**config.mk**
```make
export PLATFORM = sky130hd
export DESIGN_NAME = usb_encoder
export DESIGN_NICKNAME = d
export VERILOG_FILES = /design/src/rtl/usb_pkg.sv /design/src/rtl/usb_crc16.sv /design/src/rtl/usb_encoder.sv
export SDC_FILE = /design/constraint.sdc
export NUM_CORES = 1
export LEC_CHECK = 0
export CAP_MARGIN = 25
export CELL_PAD_IN_SITES_DETAIL_PLACEMENT = 0
export CELL_PAD_IN_SITES_GLOBAL_PLACEMENT = 2
export CORE_UTILIZATION = 30
export DETAILED_ROUTE_END_ITERATION = 16
export PLACE_DENSITY = 0.81
export RECOVER_POWER = 50
export SYNTH_ARGS = -nofsm -noshare
export SYNTH_HDL_FRONTEND = slang
export SYNTH_SLANG_ARGS = --single-unit
```
**constraint.sdc**
```tcl
create_clock -name clk -period 6.7 [get_ports clk]
set_clock_uncertainty 0.05 [all_clocks]
set_input_delay 1.34 -clock clk [delete_from_list [all_inputs] [get_ports clk]]
set_output_delay 1.34 -clock clk [all_outputs]
set_load 0.02 [all_outputs]
```
**src/rtl/usb_pkg.sv**
```systemverilog
// rtl/usb_pkg.sv - shared USB encoder constants, PIDs and state encoding
package usb_pkg;

  localparam logic [3:0] PID_ACK   = 4'b0010;
  localparam logic [3:0] PID_NAK   = 4'b1010;
  localparam logic [3:0] PID_STALL = 4'b1110;
  localparam logic [3:0] PID_DATA0 = 4'b0011;
  localparam logic [3:0] PID_DATA1 = 4'b1011;

  localparam logic [15:0] CRC16_POLY    = 16'h8005;
  localparam logic [15:0] CRC16_RESIDUE = 16'h800D;
  localparam logic [15:0] CRC16_INIT    = 16'hFFFF;

  localparam int unsigned BIT_PERIOD = 4;
  localparam logic [1:0]  PHASE_LAST = 2'(BIT_PERIOD - 1);
  localparam logic [7:0]  SYNC_BYTE  = 8'h80;

  typedef enum logic [2:0] {
    ENC_IDLE,
    ENC_SYNC,
    ENC_PID,
    ENC_DATA,
    ENC_CRC,
    ENC_EOP_SE0,
    ENC_EOP_J,
    ENC_DONE
  } enc_state_t;

  function automatic logic is_data_pid(input logic [3:0] pid);
    return (pid == PID_DATA0) || (pid == PID_DATA1);
  endfunction

endpackage

```
**src/rtl/usb_crc16.sv**
```systemverilog
// rtl/usb_crc16.sv - bit-serial CRC16 engine, init may coincide with the first data bit
module usb_crc16
  import usb_pkg::*;
(
  input  logic        clk,
  input  logic        rst0_async,
  input  logic        init,
  input  logic        en,
  input  logic        din,
  output logic [15:0] crc
);

  logic [15:0] crc_q;
  logic [15:0] crc_d;
  logic [15:0] base;

  always_comb begin
    base  = init ? CRC16_INIT : crc_q;
    crc_d = base;
    if (en) begin
      crc_d = {base[14:0], 1'b0} ^ ((din ^ base[15]) ? CRC16_POLY : 16'h0000);
    end
  end

  always_ff @(posedge clk or negedge rst0_async) begin
    if (!rst0_async) begin
      crc_q <= '0;
    end else begin
      crc_q <= crc_d;
    end
  end

  assign crc = crc_q;

endmodule

```
**src/rtl/usb_encoder.sv**
```systemverilog
// rtl/usb_encoder.sv - USB packet serialiser: SYNC/PID/DATA/CRC, bit stuffing, NRZI, EOP
// Optional start guard on usb_interpack: USB_ENCODER_IPGUARD_EN
module usb_encoder
  import usb_pkg::*;
(
  input  logic       clk,
  input  logic       rst0_async,
  input  logic       speed,
  input  logic       usb_interpack,
  input  logic       enc_start,
  input  logic [3:0] enc_pid,
  input  logic       tfifo_empty,
  input  logic [7:0] tfifo_data,
  output logic       tfifo_rd,
  output logic       dtx_plus,
  output logic       dtx_minus,
  output logic       dtx_oe,
  output logic       enc_busy,
  output logic       enc_done
);

  enc_state_t  state_q, state_d;
  logic [1:0]  phase_q, phase_d;
  logic [3:0]  bit_cnt_q, bit_cnt_d;
  logic [2:0]  ones_q, ones_d;
  logic        stuffing_q, stuffing_d;
  logic [7:0]  shift_q, shift_d;
  logic [3:0]  pid_q, pid_d;
  logic        j_q, j_d;
  logic        se0_q, se0_d;
  logic        oe_q, oe_d;
  logic        rd_q, rd_d;
  logic        busy_q, busy_d;
  logic        done_q, done_d;

  logic        accept;
  logic [3:0]  accept_pid;
  logic        crc_init, crc_en, crc_din;
  logic [15:0] crc_val;
  logic        emit, tx_bit, load_byte, stuff_due;

`ifdef USB_ENCODER_IPGUARD_EN
  logic       pend_q;
  logic [3:0] pend_pid_q;

  assign accept     = (state_q == ENC_IDLE) && (enc_start || pend_q) && usb_interpack;
  assign accept_pid = enc_start ? enc_pid : pend_pid_q;

  // Requests made while the bus is not yet quiet wait here, only while IDLE.
  always_ff @(posedge clk or negedge rst0_async) begin
    if (!rst0_async) begin
      pend_q     <= 1'b0;
      pend_pid_q <= '0;
    end else if (accept) begin
      pend_q     <= 1'b0;
    end else if ((state_q == ENC_IDLE) && enc_start) begin
      pend_q     <= 1'b1;
      pend_pid_q <= enc_pid;
    end
  end
`else
  logic unused_interpack;
  assign unused_interpack = usb_interpack;
  assign accept           = (state_q == ENC_IDLE) && enc_start;
  assign accept_pid       = enc_pid;
`endif

  assign stuff_due = !stuffing_q && (ones_q == 3'd6) &&
                     ((state_q == ENC_SYNC) || (state_q == ENC_PID) ||
                      (state_q == ENC_DATA) || (state_q == ENC_CRC));

  always_comb begin
    state_d    = state_q;
    phase_d    = phase_q;
    bit_cnt_d  = bit_cnt_q;
    ones_d     = ones_q;
    stuffing_d = stuffing_q;
    shift_d    = shift_q;
    pid_d      = pid_q;
    j_d        = j_q;
    se0_d      = se0_q;
    oe_d       = oe_q;
    busy_d     = busy_q;
    rd_d       = 1'b0;
    done_d     = 1'b0;
    crc_init   = 1'b0;
    crc_en     = 1'b0;
    crc_din    = 1'b0;
    emit       = 1'b0;
    tx_bit     = 1'b0;
    load_byte  = 1'b0;

    case (state_q)
      ENC_IDLE: begin
        phase_d = '0;
        j_d     = 1'b1;
        se0_d   = 1'b0;
        oe_d    = 1'b0;
        busy_d  = 1'b0;
        if (accept) begin
          state_d    = ENC_SYNC;
          pid_d      = accept_pid;
          bit_cnt_d  = '0;
          shift_d    = SYNC_BYTE;
          stuffing_d = 1'b0;
          oe_d       = 1'b1;
          busy_d     = 1'b1;
          emit       = 1'b1;
          tx_bit     = SYNC_BYTE[0];
        end
      end

      ENC_DONE: begin
        state_d = ENC_IDLE;
        phase_d = '0;
        j_d     = 1'b1;
        se0_d   = 1'b0;
        oe_d    = 1'b0;
        busy_d  = 1'b0;
      end

      default: begin
        phase_d = phase_q + 2'd1;
        if (phase_q == PHASE_LAST) begin
          if (stuff_due) begin
            // Inserted zero: shift register, counters and FIFO all hold.
            emit       = 1'b1;
            tx_bit     = 1'b0;
            stuffing_d = 1'b1;
          end else begin
            stuffing_d = 1'b0;
            case (state_q)
              ENC_SYNC: begin
                emit = 1'b1;
                if (bit_cnt_q == 4'd7) begin
                  state_d   = ENC_PID;
                  bit_cnt_d = '0;
                  shift_d   = {~pid_q, pid_q};
                  tx_bit    = pid_q[0];
                end else begin
                  bit_cnt_d = bit_cnt_q + 4'd1;
                  shift_d   = {1'b0, shift_q[7:1]};
                  tx_bit    = shift_q[1];
                end
              end

              ENC_PID: begin
                if (bit_cnt_q == 4'd7) begin
                  if (is_data_pid(pid_q)) begin
                    crc_init  = 1'b1;
                    load_byte = 1'b1;
                  end else begin
                    state_d   = ENC_EOP_SE0;
                    bit_cnt_d = '0;
                    se0_d     = 1'b1;
                    ones_d    = '0;
                  end
                end else begin
                  emit      = 1'b1;
                  bit_cnt_d = bit_cnt_q + 4'd1;
                  shift_d   = {1'b0, shift_q[7:1]};
                  tx_bit    = shift_q[1];
                end
              end

              ENC_DATA: begin
                if (bit_cnt_q == 4'd7) begin
                  load_byte = 1'b1;
                end else begin
                  emit      = 1'b1;
                  bit_cnt_d = bit_cnt_q + 4'd1;
                  shift_d   = {1'b0, shift_q[7:1]};
                  tx_bit    = shift_q[1];
                  crc_en    = 1'b1;
                  crc_din   = shift_q[1];
                end
              end

              ENC_CRC: begin
                if (bit_cnt_q == 4'd15) begin
                  state_d   = ENC_EOP_SE0;
                  bit_cnt_d = '0;
                  se0_d     = 1'b1;
                  ones_d    = '0;
                end else begin
                  emit      = 1'b1;
                  bit_cnt_d = bit_cnt_q + 4'd1;
                  tx_bit    = ~crc_val[4'd14 - bit_cnt_q];
                end
              end

              ENC_EOP_SE0: begin
                if (bit_cnt_q == 4'd1) begin
                  state_d = ENC_EOP_J;
                  j_d     = 1'b1;
                  se0_d   = 1'b0;
                end else begin
                  bit_cnt_d = bit_cnt_q + 4'd1;
                end
              end

              ENC_EOP_J: begin
                state_d = ENC_DONE;
                phase_d = '0;
                oe_d    = 1'b0;
                busy_d  = 1'b0;
                done_d  = 1'b1;
                j_d     = 1'b1;
              end

              default: ;
            endcase

            // Byte boundary: fetch the next payload byte or fall into CRC.
            if (load_byte) begin
              bit_cnt_d = '0;
              emit      = 1'b1;
              if (!tfifo_empty) begin
                state_d = ENC_DATA;
                shift_d = tfifo_data;
                rd_d    = 1'b1;
                tx_bit  = tfifo_data[0];
                crc_en  = 1'b1;
                crc_din = tfifo_data[0];
              end else begin
                state_d = ENC_CRC;
                tx_bit  = ~(crc_init ? CRC16_INIT[15] : crc_val[15]);
              end
            end
          end
        end
      end
    endcase

    // NRZI: zero toggles the line, one holds it.
    if (emit) begin
      j_d    = tx_bit ? j_q : ~j_q;
      se0_d  = 1'b0;
      ones_d = tx_bit ? (ones_q + 3'd1) : 3'd0;
    end
  end

  always_ff @(posedge clk or negedge rst0_async) begin
    if (!rst0_async) begin
      state_q    <= ENC_IDLE;
      phase_q    <= '0;
      bit_cnt_q  <= '0;
      ones_q     <= '0;
      stuffing_q <= 1'b0;
      shift_q    <= '0;
      pid_q      <= '0;
      j_q        <= 1'b1;
      se0_q      <= 1'b0;
      oe_q       <= 1'b0;
      rd_q       <= 1'b0;
      busy_q     <= 1'b0;
      done_q     <= 1'b0;
    end else begin
      state_q    <= state_d;
      phase_q    <= phase_d;
      bit_cnt_q  <= bit_cnt_d;
      ones_q     <= ones_d;
      stuffing_q <= stuffing_d;
      shift_q    <= shift_d;
      pid_q      <= pid_d;
      j_q        <= j_d;
      se0_q      <= se0_d;
      oe_q       <= oe_d;
      rd_q       <= rd_d;
      busy_q     <= busy_d;
      done_q     <= done_d;
    end
  end

  usb_crc16 u_crc16 (
    .clk        (clk),
    .rst0_async (rst0_async),
    .init       (crc_init),
    .en         (crc_en),
    .din        (crc_din),
    .crc        (crc_val)
  );

  // J/K polarity follows speed so IDLE and reset always present J.
  assign dtx_plus  = ~se0_q & (j_q ~^ speed);
  assign dtx_minus = ~se0_q & ~(j_q ~^ speed);
  assign dtx_oe    = oe_q;
  assign tfifo_rd  = rd_q;
  assign enc_busy  = busy_q;
  assign enc_done  = done_q;

endmodule

```
# [Yosys cells after proc, flatten, opt, wreduce, memory -nomap -nowiden]
# Index checks and enable logic that the tools add are counted.
[totals] register_bits=46 output_inout_bits=6
[classes] addsub=4 n_lt_le_gt_ge=1 n_eq_ne=36 muxes=128 n_bitwise=12 n_reduce_logical=30
[op_table] operator="$mux W1" n=70
[op_table] operator="$mux W8" n=7
[op_table] operator="$mux W3" n=18
[op_table] operator="$mux W16" n=3
[op_table] operator="$mux W4" n=10
[op_table] operator="$pmux W8 S2" n=2
[op_table] operator="$pmux W4 S5" n=1
[op_table] operator="$xor A16 B16 Y16" n=1
[op_table] operator="$eq A3 B3 Y1 const B" n=5
[op_table] operator="$ne A5 B2 Y1 const B" n=3
[op_table] operator="$pmux W3 S5" n=1
[op_table] operator="$reduce_and A7 Y1" n=2
[op_table] operator="$ne A4 B3 Y1 const B" n=3
[op_table] operator="$ne A4 B4 Y1 const B" n=3
[op_table] operator="$pmux W3 S2" n=2
[op_table] operator="$reduce_bool A3 Y1" n=4
[op_table] operator="$pmux W1 S2" n=5
[op_table] operator="$pmux W1 S3" n=3
[op_table] operator="$reduce_and A9 Y1" n=1
[op_table] operator="$eq A4 B4 Y1 const B" n=2
[op_table] operator="$mux W2" n=4
[op_table] operator="$pmux W4 S2" n=1
[op_table] operator="$reduce_and A8 Y1" n=1
[op_table] operator="$reduce_bool A8 Y1" n=1
[op_table] operator="38 further kinds" n=58

# [Logic depth before layout (Yosys ltp)]
[logic_depth] depth_word=17 ltp_mapped=10

# [Cells and area by module]
# Synthesis repeated with hierarchy kept, for this count alone.
[hier_totals] cells_unflattened=313 hier_area_um2=3004.1
[by_module_without_submodules] module="usb_encoder" n_inst=1 cells_each=246 area_each_um2=2257.2
[by_module_without_submodules] module="usb_crc16" n_inst=1 cells_each=67 area_each_um2=747.0

# [Least setup slack after synthesis]
# No wires, ideal clock.
[synth_timing] kind="input port to output port" startpoint="input port speed" endpoint="output port dtx_minus" t_arrival_ns=1.848 required_ns=5.310 slack_ns=3.462 cell_stages=2 n_path_buf=0 path_cell_list="xor2_1 nor2b_1"
[synth_via] elab_chain_cells=3
[synth_lines] element="start: declaration" line="usb_encoder.sv:8" rtl="input logic speed,"
[synth_lines] element="$xnor A1 B1 Y1" line="usb_encoder.sv:286" rtl="assign dtx_minus = ~se0_q & ~(j_q ~^ speed);"
[synth_lines] element="$not A1 Y1" line="usb_encoder.sv:286"
[synth_lines] element="$and A1 B1 Y1" line="usb_encoder.sv:286"
[synth_lines] element="end: declaration" line="usb_encoder.sv:16" rtl="output logic dtx_minus,"
# Every way passes these cells.

# [Worst setup path after layout]
# Ends and elaborated chain as after synthesis.

==> run_results.csv <==
group,metric,value,unit
outcome,status,"complete, but fails checks",
outcome,violations,"max-capacitance violations, max-slew violations",
synth,yosys_register_bits,45,
layout,syn_to_final_growth,13.1,%
floorplan,start_util,30.7,%
layout,fin_nets,380,
placed_design,dp_hpwl,5540,um
floorplan,die_w,102,um
synth,syn_inst,348,
timing,rsz0062_at_grt,"no",
timing,min_period,4.12,ns
routing,dr_total_vias,2669,
global_routing,antenna_found_initial,0,
synth,async_flop_share,100,%
worst_setup_path,r2r_start,"bit_cnt_q[0]",
timing,drv_slew,34,
timing,tightestPinTransition,1.80,ns
synth,synth-edff-count,0,
power,ir_drop,0.000155,V
layout,fin_cells,491,
power,power.leakage,1.36,nW
synth,syn-num-nets,371,
worst_setup_path,cp_max_fo,2,
routing,wire_per_inst,15.9,um
floorplan,dieArea,10400,um^2
floorplan,fp.dieH,102,um
routing,drc,0,
layout,n_antenna_cell,0,
clock_network,cts_buffers,5,
floorplan,ios,24,
job,maxCapViolations,1,
synth,syn_area,2990,um^2
worst_setup_path,end_kind,"output pin",
clock_network,post_cts_buffers,0,
worst_hold_path,hp-start,"phase_q[0]",
layout,mostFrequentLayoutCell,"nand2_1",
routing,totalWireLength,7790,um
synth,yosysUniqueCellTypes,66,
clock_network,ctsHoldBuffers,0,
timing,max_freq,0.242,GHz
clock_network,cts_root_buffer,"clkbuf_8",
worst_hold_path,whs_path_depth,1,
worst_setup_path,arrival,2.73,ns
worst_setup_path,cpPeakStageDelay,0.61,ns
timing,min_period_over_period,61.6,%
worst_setup_path,regToRegSetupSlack,3.52,ns
clock_network,cts-htree-levels,2,
timing,max-slew-margin-rel,-20.0,%
layout,drive_gt1_share,8.66,%
timing,whs,0.397,ns
routing,dr.pass1.iters,4,
layout,n_fill_cell,1039,
placed_design,portBuffers,22,
global_routing,overflow,0,
global_routing,grt_max_degree,34,
worst_setup_path,rr_worst_depth,6,
timing,setup_viol,0,
worst_hold_path,hp-class,"reg -> reg",
clock_network,clock-sinks,45,
clock_network,post_cts_resized,0,
worst_hold_path,holdPathEnd,"phase_q[0]",
power,power,1.54,mW
clock_network,clock_path_buffers,2,
synth,synth_flop_cell,"dfrtp_1",
placed_design,place_inst,483,
routing,ant_nets,0,
worst_setup_path,worstPathRequired,5.31,ns
worst_setup_path,cp-start-kind,"primary input",
global_routing,grt_pass1_wl,13200,um
floorplan,num_rows,36,
floorplan,core,9730,um^2
worst_setup_path,path_common_cell,"clkdlybuf4s50_1",
worst_setup_path,path_cells,"clkdlybuf4s50_1 -> xor2_1 -> nor2b_1 -> clkdlybuf4s50_1",
placed_design,gp_congestion,0.734,
routing,drtIter0Drc,127,
power,p_per_area,456,nW/um^2
synth,avgSynthCellArea,8.58,um^2
clock_network,worst_skew_pair.late_latency,0.31,ns
worst_setup_path,critPathBufInv,2,
timing,setup_tns,0,ns
layout,final_cell_mix,"nand2_1 (61), dfrtp_1 (44), nor2_1 (25), o21ai_0 (25), clkdlybuf4s50_1 (21)",
timing,hold_viol_final,0,
worst_setup_path,rr_endpoint,"j_q",
clock_network,path_clk_slew,0.09,ns
routing,vias_per_cell,5.44,
worst_setup_path,cpMaxStageDelayCell,"clkdlybuf4s50_1",
clock_network,cts_tree,"yes",
global_routing,grt_pass1_vias,2571,
worst_setup_path,worstSetupPathType,"in -> out",
worst_setup_path,critPathTopFamily,"buffers and inverters",
synth,yosysWarningCount,0,
synth,ys_seq_area_share,37.7,%
global_routing,grt_usage,16.4,%
[synth_stat cells, types with 3 or more instances]
master    instances  area, um^2
or3_1             4        25.0
buf_6             3        33.8
clkbuf_1          9        33.8
nand3b_1          3        22.5
mux2i_1           5        50.1
a31oi_1           4        25.0
a22o_1            4        35.0
inv_1            11        41.3
a21oi_1          16        80.1
nand2b_1          4        25.0
nor2_1           25        93.8
o211ai_1          5        37.5
a21o_1            4        30.0
xor2_1            3        26.3
nand3_1          18        90.1
mux4_2            4        90.1
o21ai_0          25         125
buf_2             7        35.0
dfrtp_1          44        1100
nor3_1            6        30.0
or3b_2            3        26.3
nor2b_1           5        31.3
o22ai_1           8        50.1
ha_1              5        62.6
a211oi_1          8        60.1
nand2_1          61         229
a32oi_1           4        35.0
[metrics by stage]
stage	util (%)	area, um^2	setup WS, ns
6_report	34.7	3380	2.58
5_1_grt	34.7	3380	2.53
3_3_place_gp	33.5	3260	2.58
4_1_cts	34.9	3390	2.56
2_1_floorplan	-	2990	3.46
3_5_place_dp	33.7	3280	2.57
[state kept, by name, indices dropped and copies added (netlist names)]
name / flops
state_q: 3
enc_busy: 1
shift_q: 7
stuffing_q: 1
phase_q: 2
bit_cnt_q: 4
enc_done: 1
pid_q: 4
tfifo_rd: 1
u_crc16.crc: 16
j_q: 1
se0_q: 1
ones_q: 3
[how the worst max path moves through the flow]
stage | from | to | slack (ns) | depth (start not counted)
2_1_floorplan | speed | dtx_minus | 3.46 | 2
3_3_place_gp | speed | dtx_minus | 2.58 | 4
3_5_place_dp | speed | dtx_minus | 2.57 | 4
4_1_cts | speed | dtx_minus | 2.56 | 4
5_1_grt | speed | dtx_minus | 2.53 | 4
6_report | speed | dtx_minus | 2.58 | 4
[routing by layer]
metal  part of all wire (%)  vias up  wire [um]  global-route usage, %
li1                       -     1292          -                      -
met3                    3.4       13        268                   2.76
met4                    2.5        0        191                   5.91
met2                     45       53       3540                   25.9
met5                      0        -          0                      0
met1                     49     1311       3790                   22.7
[logic make-up after synthesis]
group	after synthesis	synth area share [%]
and+or+nand+nor	146	24.3
xor gates and xnor gates	5	1.47
buffers and inverters	34	5.45
AOI/OAI and AO/OA	103	23.9
adders and majority gates	5	2.09
DFF	45	37.7
muxes	10	5.07
[layout make-up]
class / instances / area, um^2 / share of cell area (%)
clock buffer: 5 / 68.8 / 2.04
multi-input combinational: 269 / 1700 / 50.2
inverter: 12 / 45.0 / 1.33
clock inverter: 3 / 47.5 / 1.41
tap: 133 / 166 / 4.93
timing repair buffer: 24 / 225 / 6.67
sequential: 45 / 1130 / 33.4
[power by group]
group	total, mW	switching (mW)	internal, mW
logic	0.778	0.433	0.345
clock network	0.218	0.104	0.114
registers	0.544	0.158	0.386
(Power assumes the default switching activity.)
